--- src/rtl/gate_arb_pkg.sv ---
// Shared types and constants for the gate unit arbiter.
//   gate_op_e   : 3-bit opcode of the shared bitwise gate unit
//   arb_state_e : arbiter FSM states (idle / execute / respond)
//   OP_W        : opcode width
package gate_arb_pkg;

    localparam int unsigned OP_W = 3;

    typedef enum logic [OP_W-1:0] {
        OpNot  = 3'd0,
        OpBuf  = 3'd1,
        OpAnd  = 3'd2,
        OpOr   = 3'd3,
        OpNand = 3'd4,
        OpNor  = 3'd5,
        OpXor  = 3'd6,
        OpXnor = 3'd7
    } gate_op_e;

    typedef enum logic [1:0] {
        StIdle = 2'd0,
        StExec = 2'd1,
        StResp = 2'd2
    } arb_state_e;

endpackage

--- src/rtl/basic_gate_alu.sv ---
// Combinational bitwise gate unit.
//   op     : gate opcode (NOT/BUF ignore b)
//   a, b   : DATA_W-bit operands
//   result : DATA_W-bit bitwise result
module basic_gate_alu
    import gate_arb_pkg::*;
#(
    parameter int unsigned DATA_W = 8
) (
    input  gate_op_e          op,
    input  logic [DATA_W-1:0] a,
    input  logic [DATA_W-1:0] b,
    output logic [DATA_W-1:0] result
);

    always_comb begin
        result = '0;
        unique case (op)
            OpNot:   result = ~a;
            OpBuf:   result = a;
            OpAnd:   result = a & b;
            OpOr:    result = a | b;
            OpNand:  result = ~(a & b);
            OpNor:   result = ~(a | b);
            OpXor:   result = a ^ b;
            OpXnor:  result = ~(a ^ b);
            default: result = '0;
        endcase
    end

endmodule

--- src/rtl/gate_unit_arbiter.sv ---
// Round-robin arbiter sharing one basic_gate_alu among NUM_REQ requesters.
// Each grant runs capture (IDLE->EXEC edge), compute (EXEC), respond (RESP).
//   clk_in, rst_n_in : clock, asynchronous active-low reset
//   req_in           : per-requester request, held until ack
//   op_in/a_in/b_in  : per-requester opcode and operands (packed slices)
//   ack_out          : one-hot single-cycle pulse during RESP
//   result_out       : registered result, held until the next RESP
//   grant_id_out     : index of the current/last grantee
//   busy_out         : high in EXEC/RESP
//   op_count_out     : completed-op counter, only when GATE_ARB_STATS_EN is defined
module gate_unit_arbiter
    import gate_arb_pkg::*;
#(
    parameter  int unsigned NUM_REQ = 4,
    parameter  int unsigned DATA_W  = 8,
    localparam int unsigned GID_W   = (NUM_REQ > 1) ? $clog2(NUM_REQ) : 1
) (
    input  logic                        clk_in,
    input  logic                        rst_n_in,
    input  logic [NUM_REQ-1:0]          req_in,
    input  logic [OP_W*NUM_REQ-1:0]     op_in,
    input  logic [DATA_W*NUM_REQ-1:0]   a_in,
    input  logic [DATA_W*NUM_REQ-1:0]   b_in,
    output logic [NUM_REQ-1:0]          ack_out,
    output logic [DATA_W-1:0]           result_out,
    output logic [GID_W-1:0]            grant_id_out,
`ifdef GATE_ARB_STATS_EN
    output logic [15:0]                 op_count_out,
`endif
    output logic                        busy_out
);

    arb_state_e        state_q, state_d;
    logic [GID_W-1:0]  grant_q, rr_q;
    gate_op_e          op_q;
    logic [DATA_W-1:0] a_q, b_q, result_q;
    logic [DATA_W-1:0] alu_result;

    // Round-robin pick: search rr_q+1 upward with wrap, ending at rr_q itself.
    logic              any_req;
    logic [GID_W-1:0]  pick;
    gate_op_e          pick_op;
    logic [DATA_W-1:0] pick_a, pick_b;
    int                idx;

    assign any_req = |req_in;

    always_comb begin
        pick    = '0;
        pick_op = OpNot;
        pick_a  = '0;
        pick_b  = '0;
        idx     = 0;
        for (int i = int'(NUM_REQ); i >= 1; i--) begin
            // Iterate from farthest to nearest so the nearest set bit wins last.
            idx = int'(rr_q) + i;
            if (idx >= int'(NUM_REQ)) idx = idx - int'(NUM_REQ);
            if (req_in[idx]) begin
                pick    = GID_W'(idx);
                pick_op = gate_op_e'(op_in[idx*OP_W +: OP_W]);
                pick_a  = a_in[idx*DATA_W +: DATA_W];
                pick_b  = b_in[idx*DATA_W +: DATA_W];
            end
        end
    end

    basic_gate_alu #(
        .DATA_W (DATA_W)
    ) u_alu (
        .op     (op_q),
        .a      (a_q),
        .b      (b_q),
        .result (alu_result)
    );

    // State register
    always_ff @(posedge clk_in or negedge rst_n_in) begin
        if (!rst_n_in) state_q <= StIdle;
        else           state_q <= state_d;
    end

    // Next-state logic; unused encodings fall back to idle
    always_comb begin
        state_d = StIdle;
        case (state_q)
            StIdle:  state_d = any_req ? StExec : StIdle;
            StExec:  state_d = StResp;
            StResp:  state_d = StIdle;
            default: state_d = StIdle;
        endcase
    end

    // Capture, result and round-robin pointer registers
    always_ff @(posedge clk_in or negedge rst_n_in) begin
        if (!rst_n_in) begin
            grant_q  <= '0;
            rr_q     <= GID_W'(NUM_REQ - 1);
            op_q     <= OpNot;
            a_q      <= '0;
            b_q      <= '0;
            result_q <= '0;
        end else begin
            if (state_q == StIdle && any_req) begin
                grant_q <= pick;
                op_q    <= pick_op;
                a_q     <= pick_a;
                b_q     <= pick_b;
            end
            if (state_q == StExec) result_q <= alu_result;
            if (state_q == StResp) rr_q     <= grant_q;
        end
    end

`ifdef GATE_ARB_STATS_EN
    logic [15:0] op_count_q;

    always_ff @(posedge clk_in or negedge rst_n_in) begin
        if (!rst_n_in)              op_count_q <= '0;
        else if (state_q == StResp) op_count_q <= op_count_q + 16'd1;
    end

    assign op_count_out = op_count_q;
`endif

    // Outputs
    always_comb begin
        ack_out = '0;
        if (state_q == StResp) ack_out[grant_q] = 1'b1;
        busy_out     = (state_q == StExec) || (state_q == StResp);
        result_out   = result_q;
        grant_id_out = grant_q;
    end

endmodule

--- config.mk ---
export PLATFORM = sky130hd
export DESIGN_NAME = gate_unit_arbiter
export DESIGN_NICKNAME = d
export VERILOG_FILES = /design/src/rtl/gate_arb_pkg.sv /design/src/rtl/basic_gate_alu.sv /design/src/rtl/gate_unit_arbiter.sv
export SDC_FILE = /design/constraint.sdc
export NUM_CORES = 1
export LEC_CHECK = 0
export ABC_CLOCK_PERIOD_IN_PS = 3000
export CAP_MARGIN = 20
export CORE_UTILIZATION = 25
export DETAILED_ROUTE_END_ITERATION = 8
export SLEW_MARGIN = 10
export SYNTH_ARGS = -nofsm -noshare
export SYNTH_HDL_FRONTEND = slang
export SYNTH_SLANG_ARGS = --single-unit
export TNS_END_PERCENT = 5
--- constraint.sdc ---
create_clock -name clk_in -period 3 [get_ports clk_in]
set_clock_uncertainty 0.05 [all_clocks]
set_input_delay 0.6 -clock clk_in [delete_from_list [all_inputs] [get_ports clk_in]]
set_output_delay 0.6 -clock clk_in [all_outputs]
set_load 0.005 [all_outputs]
After elaboration in Yosys (flattened, before gate mapping)
Cells that the tools add are included.
{"block": "word_totals", "reg_bits": 33, "elab_cells": 101}
{"block": "classes", "n_addsub": 8, "mul": 4, "magnitude_cmp": 10, "n_eq_ne": 9, "shifts": 12, "n_mux": 38, "bitwise": 7, "reduce_logical": 6}
{"op": "indexed part select 32 x 33 -> 8 bit", "count": 8}
{"op": "indexed part select 12 x 33 -> 3 bit", "count": 4}
{"op": "less-than comparator 32 x 4 -> 1 bit, second input constant", "count": 4}
{"op": "multiplier 32 x 2 -> 32 bit, second input constant", "count": 4}
{"op": "2-to-1 mux 32 bit", "count": 4}
{"op": "2-to-1 mux 8 bit", "count": 8}
{"op": "one-hot mux 8 bit (8 select lines)", "count": 1}
{"op": "inverter 8 bit", "count": 4}
{"op": "== test 3 bit, second input constant", "count": 4}
{"op": "2-to-1 mux 3 bit", "count": 4}
{"op": "subtractor 3 x 3 -> 4 bit, second input constant", "count": 3}
{"op": "2-to-1 mux 1 bit", "count": 10}
{"op": ">= comparator 3 bit, second input constant", "count": 3}
{"op": "bitwise AND 8 bit", "count": 1}
{"op": "binary-select mux 1 bit (select 2 bit)", "count": 4}
{"op": "2-to-1 mux 2 bit", "count": 4}
{"op": "OR 8 bit", "count": 1}
{"op": "bitwise XOR 8 bit", "count": 1}
{"op": "adder 2 x 2 -> 3 bit, second input constant", "count": 2}
{"op": "== test 3 x 2 -> 1 bit, second input constant", "count": 2}
{"op": "subtractor 4 x 3 -> 5 bit, second input constant", "count": 1}
{"op": "adder 2 x 3 -> 4 bit, second input constant", "count": 1}
{"op": ">= comparator 4 x 3 -> 1 bit, second input constant", "count": 1}
{"op": "2-to-1 mux 4 bit", "count": 1}
{"op": "13 further kinds", "count": 14}

Depth between registers and ports, before layout
Gate-level depths: netlist of run 1.
{"block": "logic_depth", "depth_word": 10, "depth_mapped": 14, "mapped_depth_nobuf": 8}

Hierarchy
Synthesis of run 1 repeated with hierarchy kept, for this count alone.
{"block": "hier_totals", "cells_unflattened": 553, "area_unflattened_um2": 5429.0}
{"mod": "gate_unit_arbiter", "n_inst": 1, "cells_each": 433, "area_per_inst_um2": 4590.7, "seq_area_each_um2": 828.3}
{"mod": "basic_gate_alu", "n_inst": 1, "cells_each": 120, "area_per_inst_um2": 838.3, "seq_area_each_um2": 0.0}

Worst setup path before layout of run 1
Ideal clock, no wire load.
{"block": "synth_timing", "kind": "flip-flop to flip-flop", "startpoint": "register rr_q[1]", "endpoint": "register op_q[2]", "setup_time_ns": 0.137, "arrival_ns": 3.037, "t_required_ns": 2.813, "slack_ns": -0.224, "stages_incl_launch_ff": 12, "n_path_buf": 3, "period_less_slack_ns": 3.224, "cell_sequence": "dfstp_2 -> clkbuf_1 -> inv_2 -> buf_1 -> ha_1 -> buf_4 -> mux4_2 -> nor2_2 -> o31a_1 -> o41ai_2 -> nor4_2 -> a311oi_2"}
{"block": "synth_via", "elab_chain_cells": 10}
{"element": "from (decl)", "line_no": "gate_unit_arbiter.sv:34", "source": "logic [GID_W-1:0] grant_q, rr_q;"}
{"element": "from (signal assigned)", "line_no": "gate_unit_arbiter.sv:97", "source": "rr_q <= GID_W'(NUM_REQ - 1);"}
{"element": "from (signal assigned)", "line_no": "gate_unit_arbiter.sv:110", "source": "if (state_q == StResp) rr_q <= grant_q;"}
{"element": "branches (longest 9 deep; another with multiplier 32 x 2 -> 32 bit)"}
{"element": "2-to-1 mux 3 bit (*)", "line_no": "gate_unit_arbiter.sv:58", "source": "if (req_in[idx]) begin"}
{"element": "to (signal assigned)", "line_no": "gate_unit_arbiter.sv:98", "source": "op_q <= OpNot;"}
{"element": "to (signal assigned)", "line_no": "gate_unit_arbiter.sv:105", "source": "op_q <= pick_op;"}
{"element": "to (decl)", "line_no": "gate_unit_arbiter.sv:35", "source": "gate_op_e op_q;"}
Mark *: on every way between the ends. The select of a mux whose other input is x is not followed.
A chain may end at the register's enable or synchronous reset.

Worst setup path after layout of run 1
{"block": "layout_timing", "startpoint": "register rr_q[0]", "endpoint": "register op_q[0]"}
Same word-level chain as after synthesis.

==> results of run 1 <==
==> kinds of logic (layout without fill, tap and decap cells) <==
logic type               after synthesis  in the layout
AO/OA/AOI/OAI                        173            173
adder cells (fa/ha/maj)               25             25
buffers and inverters                 87            172
flip-flops                            33             33
multiplexers                         140            140
AND/OR/NAND/NOR                      143            143
==> layout by cell type, fill, tap and decap left out, types with 2 or more instances in the layout <==
master,synthesis,routed
clkdlybuf4s50_1,0,95
mux2i_1,59,59
nand2_1,58,58
a21oi_1,51,51
mux4_2,43,43
nor2_1,42,42
mux2_2,36,36
buf_4,3,35
dfrtp_1,31,31
inv_1,29,29
ha_1,25,24
o21ai_0,21,21
a22oi_1,18,18
a221oi_1,15,15
a2bb2oi_1,14,14
nor3_1,9,9
a211oi_1,9,9
o22ai_1,7,7
nand3_1,6,6
nor2b_1,6,6
o211ai_1,6,6
clkbuf_16,0,5
a311oi_1,4,4
nand2b_1,4,4
nand3b_1,4,4
a31oi_1,4,4
and2_1,3,3
o221ai_1,3,3
buf_12,0,3
and3b_1,2,2
or3_1,2,2
nand4_1,2,2
o2bb2ai_1,2,2
a32oi_1,2,2
o21bai_1,2,2
clkinv_2,0,2
==> state kept, by name, summed over array words and instances (netlist names) <==
name and flops:
grant_id_out 2, b_q 8, a_q 8, state_q 2
result_out 8, rr_q 2, op_q 3
==> layout make-up <==
type	count	area, sq um
Fill cell	2188	14190
Tap cell	275	344.1
Inverter	30	112.6
Clock inverter	3	17.52
Timing Repair Buffer	134	1279
Multi-Input combinational cell	481	4192
Clock buffer	5	125.1
Sequential cell	33	832.0
==> routing by layer <==
| layer | up-vias | track usage [%] | wire length [microns] |
|---|---|---|---|
| met5 | - | 0 | 0 |
| met4 | 0 | 4.898 | 385 |
| met3 | 28 | 2.355 | 845 |
| met2 | 159 | 22.80 | 7212 |
| met1 | 2493 | 21.95 | 7839 |
| li1 | 2488 | - | - |
==> final timing paths <==
check / end / slack (ns) / from
setup / recovery: op_q[0] / 0.26 / rr_q[0]
hold / removal: grant_id_out[0] / 0.36 / rst_n_in
setup reg to reg: op_q[0] / 0.26 / rr_q[0]
hold reg to reg: result_out[1] / 0.48 / result_out[1]
max in group asynchronous: b_q[2] / 2.05 / rst_n_in
min in group clk_in: result_out[1] / 0.48 / result_out[1]
==> per-stage QoR <==
step	setup WS [ns]	power, uW
CTS	0.2223	7948
global route	0.05086	8646
finish	0.2616	7914
detailed placement	0.1959	7404
global placement	0.2466	7332
floorplan	-0.03590	5674
==> power breakdown <==
part	internal [uW]	switching, uW	leakage [uW]	total, uW
registers	695	302	0.000393	997
logic	3110	3310	0.00227	6420
clock network	304	191	0.0000696	495
total	4110	3800	0.00273	7910
==> summary.txt, run 1 <==
CTS
  – Num CTS Buffers: 5
  – CTS tree: built
  – Root Buffer: clkbuf_16
  – Number of setup buffers added after CTS: 0
  – CTS Hold Buffers Added: 0
  – Post-cts resize count: 0
  – Clk sink count: 33
  – Clk slew on worst S/H paths: roughly 0.05 ns
  – CTS Buffer Depth: 2
  – H-tree levels: 2
  – Clk Latency, worst-skew pair: 0.27 ns

Synth
  – Yosys warnings: 0
  – Post-Synth Adder-Cell Area: under 10%
  – Leading register cell type out of synthesis: dfrtp_1
  – Mapped Nets: a little over 700
  – Sequential share of the synthesized area: ~15%
  – Main combinational cell family by area after synthesis: multiplexers
  – Async set-or-reset flop fraction in the synthesized netlist: 100.0%
  – Compound-gate portion of the synthesized area: 22.50%
  – Seq cells post-synth: 33
  – Yosys cell types: 60
  – Simple-Gate Fraction of Synth Area: 11.99%
  – Post-synth EDFFs: 0
  – Top cells by instance count after synthesis: mux2i_1 (59), nand2_1 (58), a21oi_1 (51), mux4_2 (43), nor2_1 (42)
  – Post-synthesis mux area share: 37.23%
  – Area contributors post-synth: mux4_2 (18%), dfrtp_1 (14%), mux2i_1 (11%), mux2_2 (7.5%), ha_1 (5.8%)
  – Post-Syn Instances: approximately 600
  – Synth top area share: between 15 and 20%
  – Cell taking the most area after synthesis: mux4_2
  – Synthesized area: 5384 sq um
  – XOR/XNOR Fraction of Synth Area: 0%
  – Most common cell in the synthesized netlist: mux2i_1
  – Syn_area_per_cell: 8.958 sq um

STA
  – Period utilisation layout: ~91%
  – Worst Tran Pin Value: 0.7791 ns
  – Max Transition Viols Final: 0
  – RSZ-0062 raised after global routing: false
  – Sum of negative setup slack: 0 ns
  – FMAX: approximately 370 MHz
  – Slew HR: between 40% and 50%
  – Worst hold margin: roughly 0.36 ns
  – Final worst path period need: roughly 2.7 ns
  – Count of final hold-check violations: 0
  – Final setup viols: 0

Placement
  – Placed Cells incl. Taps: between 900 and 1k
  – Final GP Congestion: between 0.8 and 0.9
  – PortBufs: 96
  – Placement Cell Area: ~6800 sq um
  – Post-DP HPWL: approximately 12 mm

Detailed routing
  – Via/cell ratio: approximately 5.4
  – Via Count: approximately 5.2k
  – Wire per inst: 16.94 microns
  – Drt drc: 0
  – Post-route ant nets: 0
  – 1st-iter DRT viols: ~480
  – Detailed Routing Iterations Pass 1: 5
  – Final wirelength: 16.28 mm

Global routing
  – Global Route Usage Sum: between 10% and 20%
  – Initial antenna violation count: 0
  – Vias in the first global route: between 5k and 6k
  – Gr ovfl total: 0
  – Largest net degree at the start of global routing: 70
  – First-pass GRT wire length: between 20 and 30 mm

Final layout
  – N_diodes: 0
  – Final Util: 32.73%
  – Final Non-Filler Cells: about 960
  – Fin area: slightly below 7000 sq um
  – Nets: around 790
  – Area grow syn2layout: 28.19%
  – Share of cells above drive strength 1: 20.12%

Setup path
  – Worst Path Max Fanout: 36
  – Worst Path Arrival: 2.84 ns
  – Startpoint Class: register
  – Reg2reg path depth: 9
  – Cell family with most CP delay: compound AO/OA/AOI/OAI gates
  – Worst Path Class, Setup: register to register
  – Setup crit end kind: register
  – Worst path slowest cell: dfstp_4
  – Bufs and invs on worst path: 3
  – Worst-path cell chain: inv_1 > ha_4 > buf_12 > a21oi_1 > o21ai_0 > nor3_1 > buf_4 > a32oi_1 > nand3_1
  – CP required: between 3 and 4 ns
  – WP depth: 9
  – CP max stage delay: around 0.6 ns

Outcome
  – Status: finished clean

Floorplan
  – Die area: ~22000 sq um
  – Core area: about 21000 sq um
  – Die Wd: roughly 150 microns
  – # rows: 53
  – Die height: roughly 150 microns
  – Initial Util: about a quarter
  – Total I/O pin count: between 90 and 100

Pwr
  – PD cells: 1147 nW/um^2
  – Leakage: around 0.0027 uW
  – Peak VDD IR: between 0.4 and 0.5 mV

Min path
  – Worst Hold Class: primary input to asynchronous set/reset pin

Flow run
  – MaxCap Viol Count: 0
No activity file was read; power rests on OpenSTA's default activity.
==> inputs of run 2 (changes only) <==
--- a/config.mk
+++ b/config.mk
@@ -9,6 +9,7 @@
 export CAP_MARGIN = 20
 export CORE_UTILIZATION = 25
 export DETAILED_ROUTE_END_ITERATION = 8
+export SETUP_SLACK_MARGIN = 0.4
 export SLEW_MARGIN = 10
 export SYNTH_ARGS = -nofsm -noshare
 export SYNTH_HDL_FRONTEND = slang
==> summary.txt, run 2 (synthesis results as in run 1) <==
Outcome
  – Status: finished clean

Flow run
  – MaxCap Viol Count: 0 (unchanged)

Final layout
  – Final Util: 34.08% (+1.3 points)
  – N_diodes: 0 (unchanged)
  – Most common cell after layout, fill and taps aside: clkdlybuf4s50_1
  – Commonest cells after routing, fill and taps aside: clkdlybuf4s50_1 (95), nand2_1 (58), mux2i_1 (55)
  – Nets: 795 (+0.38%)
  – Share of cells above drive strength 1: 23.66% (+3.5 points)
  – Area grow syn2layout: 33.46%

Pwr
  – Leakage: 0.002828 uW (+3.6%)
  – PD cells: 1201 nW/um^2 (+4.7%)
  – Peak VDD IR: 0.7199 mV (+46%)

Min path
  – Worst Hold Class: primary input to asynchronous set/reset pin

STA
  – Worst Tran Pin Value: 0.7802 ns (+0.001060 ns)
  – RSZ-0062 raised after global routing: true
  – FMAX: 381.6 MHz (+4.5%)
  – Final setup viols: 0 (unchanged)
  – Count of final hold-check violations: 0 (unchanged)
  – Sum of negative setup slack: 0 ns (unchanged)
  – Max Transition Viols Final: 0 (unchanged)
  – Final worst path period need: 2.620 ns (-0.1181 ns)
  – Slew HR: 47.99% (-0.071 points)
  – Period utilisation layout: 87.34% (-3.9 points)

CTS
  – Root Buffer: clkbuf_16
  – H-tree levels: 2 (unchanged)
  – CTS Hold Buffers Added: 0 (unchanged)
  – CTS Buffer Depth: 2 (unchanged)
  – Clk slew on worst S/H paths: 0.05 ns (about the same)
  – CTS tree: built
  – Clk Latency, worst-skew pair: 0.28 ns (about the same)
  – Num CTS Buffers: 5 (unchanged)
  – Clk sink count: 33 (unchanged)

Detailed routing
  – 1st-iter DRT viols: 398 (-18%)
  – Via Count: 5312 (+2.8%)
  – Via/cell ratio: 5.510 (+2.5%)
  – Detailed Routing Iterations Pass 1: 5 (unchanged)
  – Final wirelength: 16.68 mm (+2.4%)
  – Post-route ant nets: 0 (unchanged)
  – Drt drc: 0 (unchanged)
  – Wire per inst: 17.30 microns (+2.1%)

Floorplan
  – Die area: 22130 sq um (unchanged)
  – Die height: 148.8 microns (unchanged)
  – Die Wd: 148.8 microns (unchanged)
  – Total I/O pin count: 97 (unchanged)
  – Core area: 21090 sq um (unchanged)
  – # rows: 53 (unchanged)
  – Initial Util: 25.53% (unchanged)

Global routing
  – First-pass GRT wire length: 26.24 mm (-2.9%)
  – Gr ovfl total: 0 (unchanged)
  – Vias in the first global route: 4978 (-1.0%)
  – Global Route Usage Sum: 14.82% (-0.32 points)
  – Initial antenna violation count: 0 (unchanged)
  – Largest net degree at the start of global routing: 41 (-41%)

Setup path
  – Worst Path Class, Setup: register to register
  – CP required: 3.11 ns (about the same)
  – FF-to-FF End: op_q[1]
  – Crit Reg-Reg Startpoint: rr_q[0]
  – WP depth: 9 (unchanged)
  – Worst-path cell chain: inv_4 > ha_4 > buf_12 > mux2i_1 > mux2i_1 > a22o_1 > a21oi_1 > o2bb2ai_1 > a31oi_2
  – Setup crit end: op_q[1]
  – Reg2reg path depth: 9 (unchanged)
  – Crit path launch: rr_q[0]
  – Worst Path Arrival: 2.73 ns (-0.11 ns)
  – R2r setup slk: 0.38 ns (+0.12 ns)
  – Cell family with most CP delay: compound AO/OA/AOI/OAI gates
  – Bufs and invs on worst path: 2 (-1)
  – Setup crit end kind: register
  – Worst path slowest cell: dfstp_4
  – Cell mode on critical path: mux2i_1
  – CP max stage delay: 0.65 ns (+0.04 ns)
  – Startpoint Class: register
  – Worst Path Max Fanout: 8 (-78%)

Placement
  – Final GP Congestion: 0.8693 (-3.0%)
  – PortBufs: 96 (unchanged)
  – Post-DP HPWL: 11.82 mm (-2.7%)
run 2: cell count changes in the layout (fill, tap and decap cells not counted), moves of 3 or more:
cell / change
a2bb2oi_1: -6
a2bb2oi_2: +6
buf_4: -7
buf_6: +4
mux2i_1: -4
mux2i_2: +4
o22ai_1: -3
o22ai_2: +3
run 2: layout make-up:
class,count,area [sq um]
Tap cell,275,344.1
Multi-Input combinational cell,481,4300
Inverter,30,117.6
Timing Repair Buffer,137,1434
Clock inverter,1,5.005
Clock buffer,7,152.6
Fill cell,2155,13900
Sequential cell,33,832.0
run 2: repair_timing:
| action | CTS | global route |
|---|---|---|
| hold endpoints to repair | 0 | 0 |
| resized for setup | 3 | 28 |
| setup buffers | 4 | 5 |
| gates cloned | 2 | 2 |
| pin swaps | 2 | 9 |
| endpoints found under the setup margin | 13 | 19 |
run 2: worst min-delay path by stage:
stage,to,slack [ns],cells after the start
finish,grant_id_out[1],0.34,1
global route,grant_id_out[1],0.41,1
CTS,grant_id_out[1],0.37,1
detailed placement,result_out[7],0.47,2
global placement,result_out[3],0.45,2
floorplan,a_q[0],0.25,0
run 2: metrics by stage:
stage | instance area [sq um] | hold WS (ns) | power (uW) | cells | setup slack (ns)
global placement | 6699 | 0.4527 | 7238 | 942 | 0.02526
floorplan | 5449 | 0.2544 | 5770 | 601 | 0.1148
CTS | 6974 | 0.3727 | 8154 | 957 | 0.3303
global route | 7186 | 0.4102 | 9313 | 964 | 0.3126
detailed placement | 6706 | 0.4663 | 7311 | 943 | 0.09449
finish | 7186 | 0.3438 | 8630 | 964 | 0.3797
run 2: layer usage:
| layer | GRT usage, % | vias to the layer above | part of all wire [%] |
|---|---|---|---|
| li1 | - | 2497 | - |
| met1 | 22.02 | 2552 | 48 |
| met2 | 21.73 | 234 | 43 |
| met3 | 2.232 | 29 | 6.5 |
| met4 | 4.745 | 0 | 2.2 |
| met5 | 0 | - | 0 |
run 2: worst reg2reg max path, cell delays in order (launching register included):
cell	delay (ns)
dfstp_4	0.65
inv_4	0.07
ha_4	0.35
buf_12	0.15
mux2i_1	0.42
mux2i_1	0.13
a22o_1	0.20
a21oi_1	0.23
o2bb2ai_1	0.18
a31oi_2	0.06
run 2: report_power, final:
part	internal (uW)	leakage, uW	switching, uW
clock	351	0.0000799	183
combinational	3560	0.00235	3530
sequential	697	0.000393	310
total	4610	0.00283	4020
